==> config.mk <==
export PLATFORM = sky130hd
export DESIGN_NAME = range_hit_monitor
export DESIGN_NICKNAME = d
export VERILOG_FILES = /design/src/rtl/range_hit_monitor.sv
export SDC_FILE = /design/constraint.sdc
export NUM_CORES = 1
export LEC_CHECK = 0
export CAP_MARGIN = 20
export CORE_ASPECT_RATIO = 0.8
export CORE_MARGIN = 2
export CORE_UTILIZATION = 48
export DETAILED_ROUTE_END_ITERATION = 12
export PLACE_DENSITY = 0.77
export SYNTH_ARGS = -nofsm -noshare
export SYNTH_HDL_FRONTEND = slang
export SYNTH_SLANG_ARGS = --single-unit
==> constraint.sdc <==
create_clock -name clk -period 2.05 [get_ports clk]
set_input_delay 0.41 -clock clk [delete_from_list [all_inputs] [get_ports clk]]
set_output_delay 0.41 -clock clk [all_outputs]
set_load 0.01 [all_outputs]
==> src/rtl/range_hit_monitor.sv <==
// range_hit_monitor: counts valid in-window samples, tracks hit runs and raises a registered alarm.
module range_hit_monitor #(
    parameter int RUN_LEN = 3,
    parameter int CNT_W   = 8
) (
    input  logic             clk,
    input  logic             rst,
    input  logic             z,
    input  logic             zv,
    input  logic             clr,
    output logic             alarm,
    output logic             rise,
    output logic [3:0]       run_cnt,
    output logic [CNT_W-1:0] hit_cnt,
    output logic [1:0]       state
);
    typedef enum logic [1:0] {IDLE = 2'b00, RUN = 2'b01, ALARM = 2'b10} state_t;
    state_t           state_q, state_d;
    logic [3:0]       run_d;
    logic [CNT_W-1:0] hit_d;
    logic             prev_z, prev_d, rise_d;
    assign state = state_q;
    always_comb begin
        state_d = state_q;
        run_d   = run_cnt;
        hit_d   = hit_cnt;
        prev_d  = prev_z;
        rise_d  = 1'b0;
        if (zv) begin
            hit_d  = (z && !(&hit_cnt)) ? hit_cnt + 1'b1 : hit_cnt;
            rise_d = z & ~prev_z;
            prev_d = z;
        end
        case (state_q)
            IDLE: if (zv) begin
                run_d   = z ? 4'd1 : 4'd0;
                state_d = !z ? IDLE : (RUN_LEN == 1) ? ALARM : RUN;
            end
            RUN: if (zv) begin
                run_d   = z ? run_cnt + 4'd1 : 4'd0;
                state_d = !z ? IDLE : (run_cnt + 4'd1 == 4'(RUN_LEN)) ? ALARM : RUN;
            end
            ALARM: if (zv) begin
                run_d   = !z ? 4'd0 : (&run_cnt) ? run_cnt : run_cnt + 4'd1;
                state_d = z ? ALARM : IDLE;
            end
            default: begin
                run_d   = 4'd0;
                state_d = IDLE;
            end
        endcase
    end
    always_ff @(posedge clk) begin
        if (rst || clr) begin
            state_q <= IDLE;
            alarm   <= 1'b0;
            rise    <= 1'b0;
            run_cnt <= '0;
            hit_cnt <= '0;
            prev_z  <= 1'b0;
        end else begin
            state_q <= state_d;
            alarm   <= (state_d == ALARM);
            rise    <= rise_d;
            run_cnt <= run_d;
            hit_cnt <= hit_d;
            prev_z  <= prev_d;
        end
    end
endmodule

==> metrics.md, run 1 <==
| Metric | Value |
|---|---|
| Status | finished, final reports clean |
| Worst VDD drop | between 0.4 and 0.5 mV |
| Initial antenna violation count | 0 |
| Met1 Use GR | 26.8% |
| Max clock buf depth | 2 |
| GR Util All Layers | 19.0% |
| Flop and latch count out of synthesis | 17 |
| CTS-repair resized insts | 0 |
| Finished Layout Cells | 149 |
| Die Height | 43.0 microns |
| Detailed Route WL | 1820 microns |
| Synthesized area per cell | 8.86 sq um |
| RSZ-0062 raised after global routing | false |
| DRT iter0 DRCs | 18 |
| Commonest non-fill, non-tap cell in the layout | clkdlybuf4s50_1 |
| Final setup margin | roughly 230 ps |
| Pwr dens | approximately 490 mW/mm^2 |
| Post-synthesis mux area share | between 1 and 1.5% |
| Clock slew at reported path FFs | around 100 ps |
| Io pins | 21 |
| Hold slack | 448 ps |
| Setup Buffers After CTS | 0 |
| Pre-CTS WS | 115 ps |
| Largest family of logic cells by synthesized area | simple AND/OR/NAND/NOR gates |
| H-tree depth | 1 |
| Post-DP HPWL | 1320 microns |
| RR Startpoint | state[0]$_SDFF_PP0_ |
| Final Hold Viols | 0 |
| Syn nets | 115 |
| FFs w/ async S/R, synth | 0% |
| Inst Count DP | 145 |
| I/O Buffers | 20 |
| Fin crit share | 88.7% |
| CTS buffer count | 3 |
| N_diodes | 0 |
| Max Slew Vio Count | 0 |
| Routability cong. | 0.796 |
| Fin crit period | 1820 ps |
| First-pass GRT wire length | around 3200 microns |
| Vias in the first global route | 742 |
| Grt met3 use | 5.28% |
| Clk sink count | 17 |
| Seq/Total Area, Yosys | 37.3% |
| Crit-path cells | inv_1 -> ha_1 -> nor3_2 -> nor2_1 -> or4b_1 -> a21oi_1 |
| Largest area contributor in the netlist | dfxtp_1 |
| XOR/XNOR share of the synthesized area | 4.80% |
| Synth Area in Simple Gates | ~28% |
| GRT Residual Overflow | 0 |
| YS warnings | 0 |
| Die area | 0.00227 sq mm |
| Leak Pwr | 0.390 nW |
| Hold Startpoint | prev_z$_SDFFE_PP0P_ |
| Vias | 823 |
| Die Wd | 52.7 microns |
| Crit end category | flip-flop |
| Area grow syn2layout | 27.4% |
| Critical Path Max Stage Delay | 510 ps |
| Relative slew slack | just under 70% |
| Post-Syn Area | 912 sq um |
| CTS tree | built |
| Synth Area in Adders | 9.60% |
| CTS root buffer | clkbuf_4 |
| Synth area leaders | dfxtp_1, ha_1, nor2_1 |
| Pwr Total | 0.000570 W |
| Ys flop type | dfxtp_1 |
| Post-synth cell types | 37 |
| Starting density of the core | 49.6% |
| Critical path arrival | 2060 ps |
| Fillcell total | 175 |
| Remaining antenna violation count | 0 |
| Top cell type's share of synthesized area | 37.3% |
| Met2 GRT Util | between 20% and 30% |
| Avg WL per Cell | 12.2 microns |
| Crit-path max FO | 5 |
| Nets | around 140 |
| Critical path type | reg2reg |
| Worst Max-Slew Pin Slew | 462 ps |
| Slowest cell on the critical path | or4b_1 |
| Maximum clock rate | around 550 MHz |
| CP bufs+invs | 1 |
| Setup violation total in the final timing report | 0 |
| Most frequent cells in the layout | clkdlybuf4s50_1, dfxtp_1, nor2_1 |
| Max Cap Viol | 0 |
| Clk_lat worst skew | 300 ps |
| TNS Setup | 0 ps |
| Pre-antenna DRT Iters | 4 |
| WP data required | 2290 ps |
| Residual DRC | 0 |
| Vias per std cell | 5.52 |
| Busiest grt layer | met2 |
| CTS Hold Bufs | 0 |
| CP startpoint | state[0]$_SDFF_PP0_ |
| Post-synthesis instance total | 103 |
| Clock skew | 3.11 ps |
| Cell family with most CP delay | simple AND/OR/NAND/NOR gates |
| Min-Delay Path Class | reg2reg |
| Area of the core | between 0.0015 and 0.002 sq mm |
| Critical Path Source Type | flip-flop |
| Share of layout cells above drive strength 1 | under 10% |
| Post-synth EDFFs | 0 |
| Row count | 14 |
| Synth Area in Compound Gates | 16.7% |
| Largest net degree at the start of global routing | 18 |
## metrics by stage
stage | utilization, % | cell area (sq um)
after floorplan | - | 912
after global placement | 61.7 | 1130
after detailed placement | 61.7 | 1130
after CTS | 63.2 | 1160
after global routing | 63.2 | 1160
final | 63.2 | 1160
## path summary, 6_finish.rpt
path                                                 to  slack [ps]  cells past startpoint
worst min-delay path                    rise$_SDFF_PP0_         450                      1
worst max-delay path            run_cnt[2]$_SDFFE_PP0P_         230                      6
worst max register to register  run_cnt[2]$_SDFFE_PP0P_         230                      6
worst min register to register          rise$_SDFF_PP0_         450                      1
## power by group
| part | switching (W) | total (W) | internal, W |
|---|---|---|---|
| clock network | 0.000113 | 0.000186 | 0.0000728 |
| logic | 0.0000249 | 0.0000480 | 0.0000231 |
| registers | 0.00000346 | 0.000337 | 0.000333 |
## cell usage after synthesis, types with 2 or more instances
master	n
clkbuf_1	2
inv_1	4
nor2_1	15
xor2_1	2
a21oi_1	8
nand3_1	4
o21ai_0	2
nand2_1	6
a211oi_1	2
nor3_1	4
dfxtp_1	17
xnor2_1	3
ha_1	7
o22ai_1	2
and2_1	2
nor3b_1	2
## cells by family (layout without fill, tap and decap cells)
logic type                 after synthesis  count (layout)
AOI/OAI and AO/OA                       21              21
xor gates and xnor gates                 5               5
adders and majority gates                7               7
buffers and inverters                    6              28
DFF                                     17              17
muxes                                    1               1
and+or+nand+nor                         46              46
## metal layers
layer	up-vias	share of wire (%)
met5	-	0
met4	0	0.55
met3	2	4.8
met2	24	45
met1	380	49
li1	417	-
## registers in the layout, summed over array words and instances (netlist names)
name,flops
hit_cnt,8
run_cnt,4
prev_z,1
rise,1
state,2
alarm,1
## worst register-to-register path: cells and delay by family, from the launching register on
| family | cells | cell delay (ps) |
|---|---|---|
| buf+inv | 1 | 90 |
| flops | 1 | 420 |
| compound gates | 1 | 150 |
| simple gates | 3 | 840 |
| fa+ha+maj | 1 | 250 |
## cell type report
| type | instances | area (sq um) | share of cell area, % |
|---|---|---|---|
| Clock inverter | 1 | 5.00 | 0.431 |
| Tap cell | 24 | 30.0 | 2.58 |
| Timing Repair Buffer | 20 | 200 | 17.2 |
| Inverter | 4 | 15.0 | 1.29 |
| Sequential cell | 17 | 340 | 29.3 |
| Multi-Input combinational cell | 80 | 549 | 47.3 |
| Clock buffer | 3 | 22.5 | 1.94 |
Note: power is estimated with default switching activity, not from simulation.
==> run 2: changes to the inputs <==
- CORE_MARGIN: 2 -> 1
- CTS_CLUSTER_DIAMETER: not set -> 150
==> metrics.md, run 2 (synthesis gave the netlist of run 1 again) <==
| Metric | Value |
|---|---|
| Crit-path max FO | 5 (unchanged) |
| Pwr dens | 482 mW/mm^2 (-1.7%) |
| Critical Path Max Stage Delay | 530 ps (+20 ps) |
| Post-route cell area | 0.00116 sq mm (-0.32%) |
| Avg WL per Cell | 12.0 microns (-1.5%) |
| Detailed Route WL | 1770 microns (-2.8%) |
| Fin crit period | 1820 ps (-2.19 ps) |
| Area grow syn2layout | 27.0% |
| Leak Pwr | 0.387 nW (-0.70%) |
| RR Startpoint | state[0]$_SDFF_PP0_ |
| Residual DRC | 0 (unchanged) |
| Area of the core | 0.00171 sq mm (-7.1%) |
| Vias in the first global route | 689 (-7.1%) |
| Crit-path cells | inv_1 -> ha_1 -> nor3_2 -> nor2_1 -> or4b_1 -> a21oi_1 |
| DRT iter0 DRCs | 13 (-5) |
| CP bufs+invs | 1 (unchanged) |
| Remaining antenna violation count | 0 (unchanged) |
| Post-DP Area | 0.00113 sq mm (-0.22%) |
| CTS root buffer | clkbuf_4 |
| Share of layout cells above drive strength 1 | 7.20% (-0.80 points) |
| CTS buffer count | 3 (unchanged) |
| Nets | 138 (unchanged) |
| Vias per std cell | 5.33 (-3.6%) |
| Commonest non-fill, non-tap cell in the layout | clkdlybuf4s50_1 |
| CTS-repair resized insts | 0 (unchanged) |
| Max Cap Viol | 0 (unchanged) |
| Worst Max-Slew Pin Slew | 462 ps (+0.0581 ps) |
| Hold Startpoint | prev_z$_SDFFE_PP0P_ |
| Max Slew Vio Count | 0 (unchanged) |
| Worst Hold Path EP | rise$_SDFF_PP0_ |
| GRT Residual Overflow | 0 (unchanged) |
| Cell family with most CP delay | simple AND/OR/NAND/NOR gates |
| Reg-to-Reg End | run_cnt[2]$_SDFFE_PP0P_ |
| Routability cong. | 0.867 (+8.9%) |
| Setup Buffers After CTS | 0 (unchanged) |
| Initial antenna violation count | 0 (unchanged) |
| Biggest register | hit_cnt |
| Io pins | 21 (unchanged) |
| Vias | 783 (-4.9%) |
| CTS tree | built |
| Flop2flop setup slack | 230 ps (about the same) |
| Final Hold Viols | 0 (unchanged) |
| Starting density of the core | 53.4% (+3.8 points) |
| GR Util All Layers | 19.9% (+0.92 points) |
| WP data required | 2270 ps (-20 ps) |
| H-tree depth | 1 (unchanged) |
| R2r worst-path depth | 6 (unchanged) |
| Critical path type | reg2reg |
| Worst VDD drop | 0.355 mV (-13%) |
| Clk_lat worst skew | 290 ps (about the same) |
| Die Height | 41.0 microns (-4.7%) |
| Row count | 13 (-1) |
| Clock skew | 3.93 ps (+0.827 ps) |
| N_diodes | 0 (unchanged) |
| Critical Path Source Type | flip-flop |
| RSZ-0062 raised after global routing | false |
| Relative slew slack | 69.2% (about the same) |
| I/O Buffers | 20 (unchanged) |
| Max clock buf depth | 2 (unchanged) |
| First-pass GRT wire length | 2970 microns (-7.9%) |
| Crit end category | flip-flop |
| Maximum clock rate | 551 MHz (+0.12%) |
| Hold path cells | 1 (unchanged) |
| Setup violation total in the final timing report | 0 (unchanged) |
| Critical path arrival | 2040 ps (-20 ps) |
| Post-DP HPWL | 1330 microns (+0.38%) |
| Clock slew at reported path FFs | 90 ps (about the same) |
| Pre-antenna DRT Iters | 4 (unchanged) |
| Largest net degree at the start of global routing | 18 (unchanged) |
| Min-Delay Path Class | reg2reg |
| Status | finished, final reports clean |
| Most frequent cells in the layout | clkdlybuf4s50_1, dfxtp_1, nor2_1 |
| TNS Setup | 0 ps (unchanged) |
| Max reg flops | 8 (unchanged) |
| Fin crit share | 88.6% (-0.11 points) |
| Slowest cell on the critical path | or4b_1 |
| Die Wd | 50.7 microns (-3.8%) |
| Die area | 0.00208 sq mm (-8.3%) |
| CTS Hold Bufs | 0 (unchanged) |
| Clk sink count | 17 (unchanged) |
| Hold slack | 446 ps (-1.64 ps) |
-- run 2: power by group --
group,switching [W],internal (W),leakage (nW)
Sequential,0.00000352,0.000333,0.137
Combinational,0.0000245,0.0000231,0.235
Clock,0.0000988,0.0000756,0.0150
-- run 2: final cells by class --
cell class	count	area (sq um)
Multi-Input combinational cell	80	549
Clock buffer	4	26.3
Sequential cell	17	340
Fill cell	148	549
Inverter	4	15.0
Tap cell	22	27.5
Timing Repair Buffer	20	200
-- run 2: layer usage --
| layer | share of wire, % | track usage (%) | vias up |
|---|---|---|---|
| met4 | 0 | 4.17 | 0 |
| met3 | 3.8 | 7.04 | 0 |
| li1 | - | - | 417 |
| met5 | 0 | 0 | - |
| met2 | 42 | 33.0 | 13 |
| met1 | 54 | 25.5 | 353 |
-- run 2: worst max path at each step --
stage | from | to | slack, ps | depth (start not counted)
global placement | zv | hit_cnt[7]$_SDFFE_PP0P_ | 160 | 5
floorplan | state[0]$_SDFF_PP0_ | run_cnt[2]$_SDFFE_PP0P_ | 370 | 6
CTS | state[0]$_SDFF_PP0_ | run_cnt[2]$_SDFFE_PP0P_ | 230 | 6
finish | state[0]$_SDFF_PP0_ | run_cnt[2]$_SDFFE_PP0P_ | 230 | 6
detailed placement | zv | hit_cnt[7]$_SDFFE_PP0P_ | 130 | 5
global route | state[0]$_SDFF_PP0_ | run_cnt[2]$_SDFFE_PP0P_ | 90 | 6
-- run 2: through the flow --
step           instances  setup slack, ps  utilization (%)  total power (W)
3_3_place_gp         143              161             66.3         0.000392
6_report             147              234             67.8         0.000559
3_5_place_dp         143              128             66.3         0.000392
4_1_cts              147              234             67.8         0.000567
2_1_floorplan        103              368                -         0.000372
5_1_grt              147             85.9             67.8         0.000588
==> run 3: changes to the inputs <==
- ABC_AREA: not set -> 1
- CORE_UTILIZATION: 48 -> 49
==> metrics.md, run 3 <==
| Metric | Value |
|---|---|
| Status | finished, final reports clean |
| CTS-repair resized insts | 0 (unchanged) |
| CTS tree | built |
| Crit path capture | run_cnt[0] |
| CTS buffer count | 3 (unchanged) |
| Max Slew Vio Count | 0 (unchanged) |
| Worst VDD drop | 0.376 mV (+5.9%) |
| Remaining antenna violation count | 0 (unchanged) |
| Pint | 0.000438 W (+1.3%) |
| Max Cap Viol | 0 (unchanged) |
| YS warnings | 0 (unchanged) |
| Detailed Route WL | 2100 microns (+19%) |
| Post-synth cell types | 26 (-30%) |
| R2r worst-path depth | 9 (+3) |
| Fin crit period | 1720 ps (-93.7 ps) |
| Pwr Total | 0.000580 W (+3.9%) |
| Post-route cell area | 0.00125 sq mm (+8.0%) |
| RSZ-0062 raised after global routing | false |
| Syn nets | 152 (+32%) |
| Post-synthesis instance total | 140 (+36%) |
| Final Util | 66.1% (-1.7 points) |
| Setup violation total in the final timing report | 0 (unchanged) |
| Post-Syn Area | 987 sq um (+8.2%) |
| Area of the core | 0.00189 sq mm (+11%) |
| Pre-antenna DRT Iters | 4 (unchanged) |
| Avg WL per Cell | 11.1 microns (-7.5%) |
| Critical Path Max Stage Delay | 580 ps (+50 ps) |
| Vias | 972 (+24%) |
| Area grow syn2layout | 26.7% |
| Critical path type | reg2out |
| Crit end category | output pin |
| Switching share of power | 24.6% (+1.9 points) |
| CP startpoint | run_cnt[0]$_SDFFE_PP0P_ |
| Clock slew at reported path FFs | 90 ps (about the same) |
| Setup Buffers After CTS | 0 (unchanged) |
| Synthesized area per cell | 7.05 sq um (-20%) |
| Psw | 0.000143 W (+13%) |
| Critical path arrival | 1310 ps (-730 ps) |
| Vias per std cell | 5.14 (-3.4%) |
| Final setup margin | 327 ps (+93.7 ps) |
| Crit-path cells | clkdlybuf4s50_1 |
| H-tree depth | 1 (unchanged) |
| Post-DP HPWL | 1640 microns (+23%) |
| Clock power share | 30.5% (-0.7 points) |
| I/O Buffers | 20 (unchanged) |
| Most frequent cells in the layout | nand2_1, clkdlybuf4s50_1, inv_1, dfxtp_1, a21oi_1 |
| Min-Delay Path Class | reg2reg |
| GRT Residual Overflow | 0 (unchanged) |
| CTS root buffer | clkbuf_4 |
| Synth area leaders | dfxtp_1, nand2_1, ha_1 |
| Starting density of the core | 52.2% (-1.2 points) |
| Clock skew | 2.35 ps (-1.58 ps) |
| WP data required | 1640 ps (-630 ps) |
| Top cell type's share of synthesized area | 34.5% (-2.8 points) |
| Max clock buf depth | 2 (unchanged) |
| Die area | 0.00220 sq mm (+5.8%) |
| Largest area contributor in the netlist | dfxtp_1 |
| N_diodes | 0 (unchanged) |
| TNS Setup | 0 ps (unchanged) |
| Critical Path Source Type | flip-flop |
| Pre-CTS WS | 345 ps (+217 ps) |
| Ys flop type | dfxtp_1 |
| First-pass GRT wire length | 3430 microns (+15%) |
| Residual DRC | 0 (unchanged) |
| Cell with the most instances after synthesis | nand2_1 |
| Worst Max-Slew Pin Slew | 303 ps (-159 ps) |
| Die Height | 42.1 microns (+2.8%) |
| Pwr dens | 464 mW/mm^2 (-3.8%) |
| Max reg flops | 8 (unchanged) |
| Fillcell total | 177 (+20%) |
| Logic pwr share | 10.8% (+2.3 points) |
| Largest net degree at the start of global routing | 11 (-7) |
| Relative slew slack | 79.6% (+10 points) |
| Vias in the first global route | 786 (+14%) |
| Routability cong. | 0.951 (+9.7%) |
| Commonest non-fill, non-tap cell in the layout | nand2_1 |
| Clk_lat worst skew | 290 ps (about the same) |
| Commonest cells post-synth | nand2_1, dfxtp_1, inv_1 |
| Row count | 14 (+1) |
| Crit-path max FO | 6 (+1) |
| Cell family with most CP delay | buffers and inverters |
| CTS Hold Bufs | 0 (unchanged) |
| GR Util All Layers | 20.7% (+0.77 points) |
| Io pins | 21 (unchanged) |
| Flop and latch count out of synthesis | 17 (unchanged) |
| Share of layout cells above drive strength 1 | 11.5% (+4.3 points) |
| Sequential Power Share | 58.7% (-1.6 points) |
| Initial antenna violation count | 0 (unchanged) |
| Seq/Total Area, Yosys | 34.5% (-2.8 points) |
| Clk sink count | 17 (unchanged) |
| Leak Pwr | 0.502 nW (+30%) |
| DRT iter0 DRCs | 27 (+14) |
| FFs w/ async S/R, synth | 0% (unchanged) |
| Die Wd | 52.2 microns (+2.9%) |
| Slowest cell on the critical path | clkdlybuf4s50_1 |
| Nets | 178 (+29%) |
| Critical Path Stages | 1 (-5) |
| Biggest register | hit_cnt |
| Post-synth EDFFs | 0 (unchanged) |
| Maximum clock rate | 580 MHz (+5.4%) |
| Reg-to-Reg End | run_cnt[2]$_SDFFE_PP0P_ |
| Final Hold Viols | 0 (unchanged) |
| Flop2flop setup slack | 500 ps (+270 ps) |
| Post-DP Area | 0.00122 sq mm (+8.2%) |
| Fin crit share | 84.0% (-4.6 points) |
| CP bufs+invs | 1 (unchanged) |
| RR Startpoint | state[0]$_SDFF_PP0_ |
==> run 3: changes by cell type in the layout (fill, tap and decap cells not counted), moves of 3 or more <==
cell     delta
nand2_1    +33
inv_1      +13
nor2_1      -8
inv_2       +5
o21ai_1     +4
nor2_2      +3
==> run 3: layout make-up <==
class	instances	area, sq um	share of cell area, %
Tap cell	24	30.0	2.40
Multi-Input combinational cell	99	554	44.3
Clock buffer	4	26.3	2.10
Sequential cell	17	340	27.2
Inverter	24	92.6	7.40
Timing Repair Buffer	21	208	16.6
==> run 3: power groups by stage <==
| stage | Combinational [W] | Clock (W) | Sequential [W] |
|---|---|---|---|
| floorplan | 0.0000333 | 0 | 0.000349 |
| global placement | 0.0000599 | 0 | 0.000348 |
| detailed placement | 0.0000617 | 0 | 0.000348 |
| CTS | 0.0000619 | 0.000181 | 0.000340 |
| global route | 0.0000685 | 0.000191 | 0.000341 |
| finish | 0.0000627 | 0.000177 | 0.000341 |
==> run 3: routing by layer <==
metal	wire length, microns	track usage [%]	vias to the layer above
met3	127	7.61	2
met1	1020	28.1	440
met2	942	30.5	29
met4	10	5.79	0
met5	0	0	-
li1	-	-	501
==> run 3: logic make-up (layout without fill, tap and decap cells) <==
family / Yosys count / in the layout / share of synthesized area [%]
and+or+nand+nor: 69 / 69 / 33.5
AOI/OAI and AO/OA: 19 / 19 / 10.3
DFF: 17 / 17 / 34.5
adders and majority gates: 7 / 7 / 8.87
xor gates and xnor gates: 4 / 4 / 3.55
buffers and inverters: 24 / 49 / 9.38
==> run 3: how the worst min path moves through the flow <==
stage | from | end | slack (ps) | cells past startpoint
2_1_floorplan | prev_z$_SDFFE_PP0P_ | rise$_SDFF_PP0_ | 400 | 1
3_3_place_gp | prev_z$_SDFFE_PP0P_ | rise$_SDFF_PP0_ | 420 | 1
3_5_place_dp | prev_z$_SDFFE_PP0P_ | rise$_SDFF_PP0_ | 450 | 1
4_1_cts | prev_z$_SDFFE_PP0P_ | rise$_SDFF_PP0_ | 460 | 1
5_1_grt | prev_z$_SDFFE_PP0P_ | prev_z$_SDFFE_PP0P_ | 510 | 2
6_report | prev_z$_SDFFE_PP0P_ | rise$_SDFF_PP0_ | 470 | 1
==> run 3: metrics by stage <==
step | hold WS, ps | cells
CTS | 461 | 189
floorplan | 402 | 140
global placement | 418 | 185
finish | 469 | 189
global route | 506 | 189
detailed placement | 445 | 185
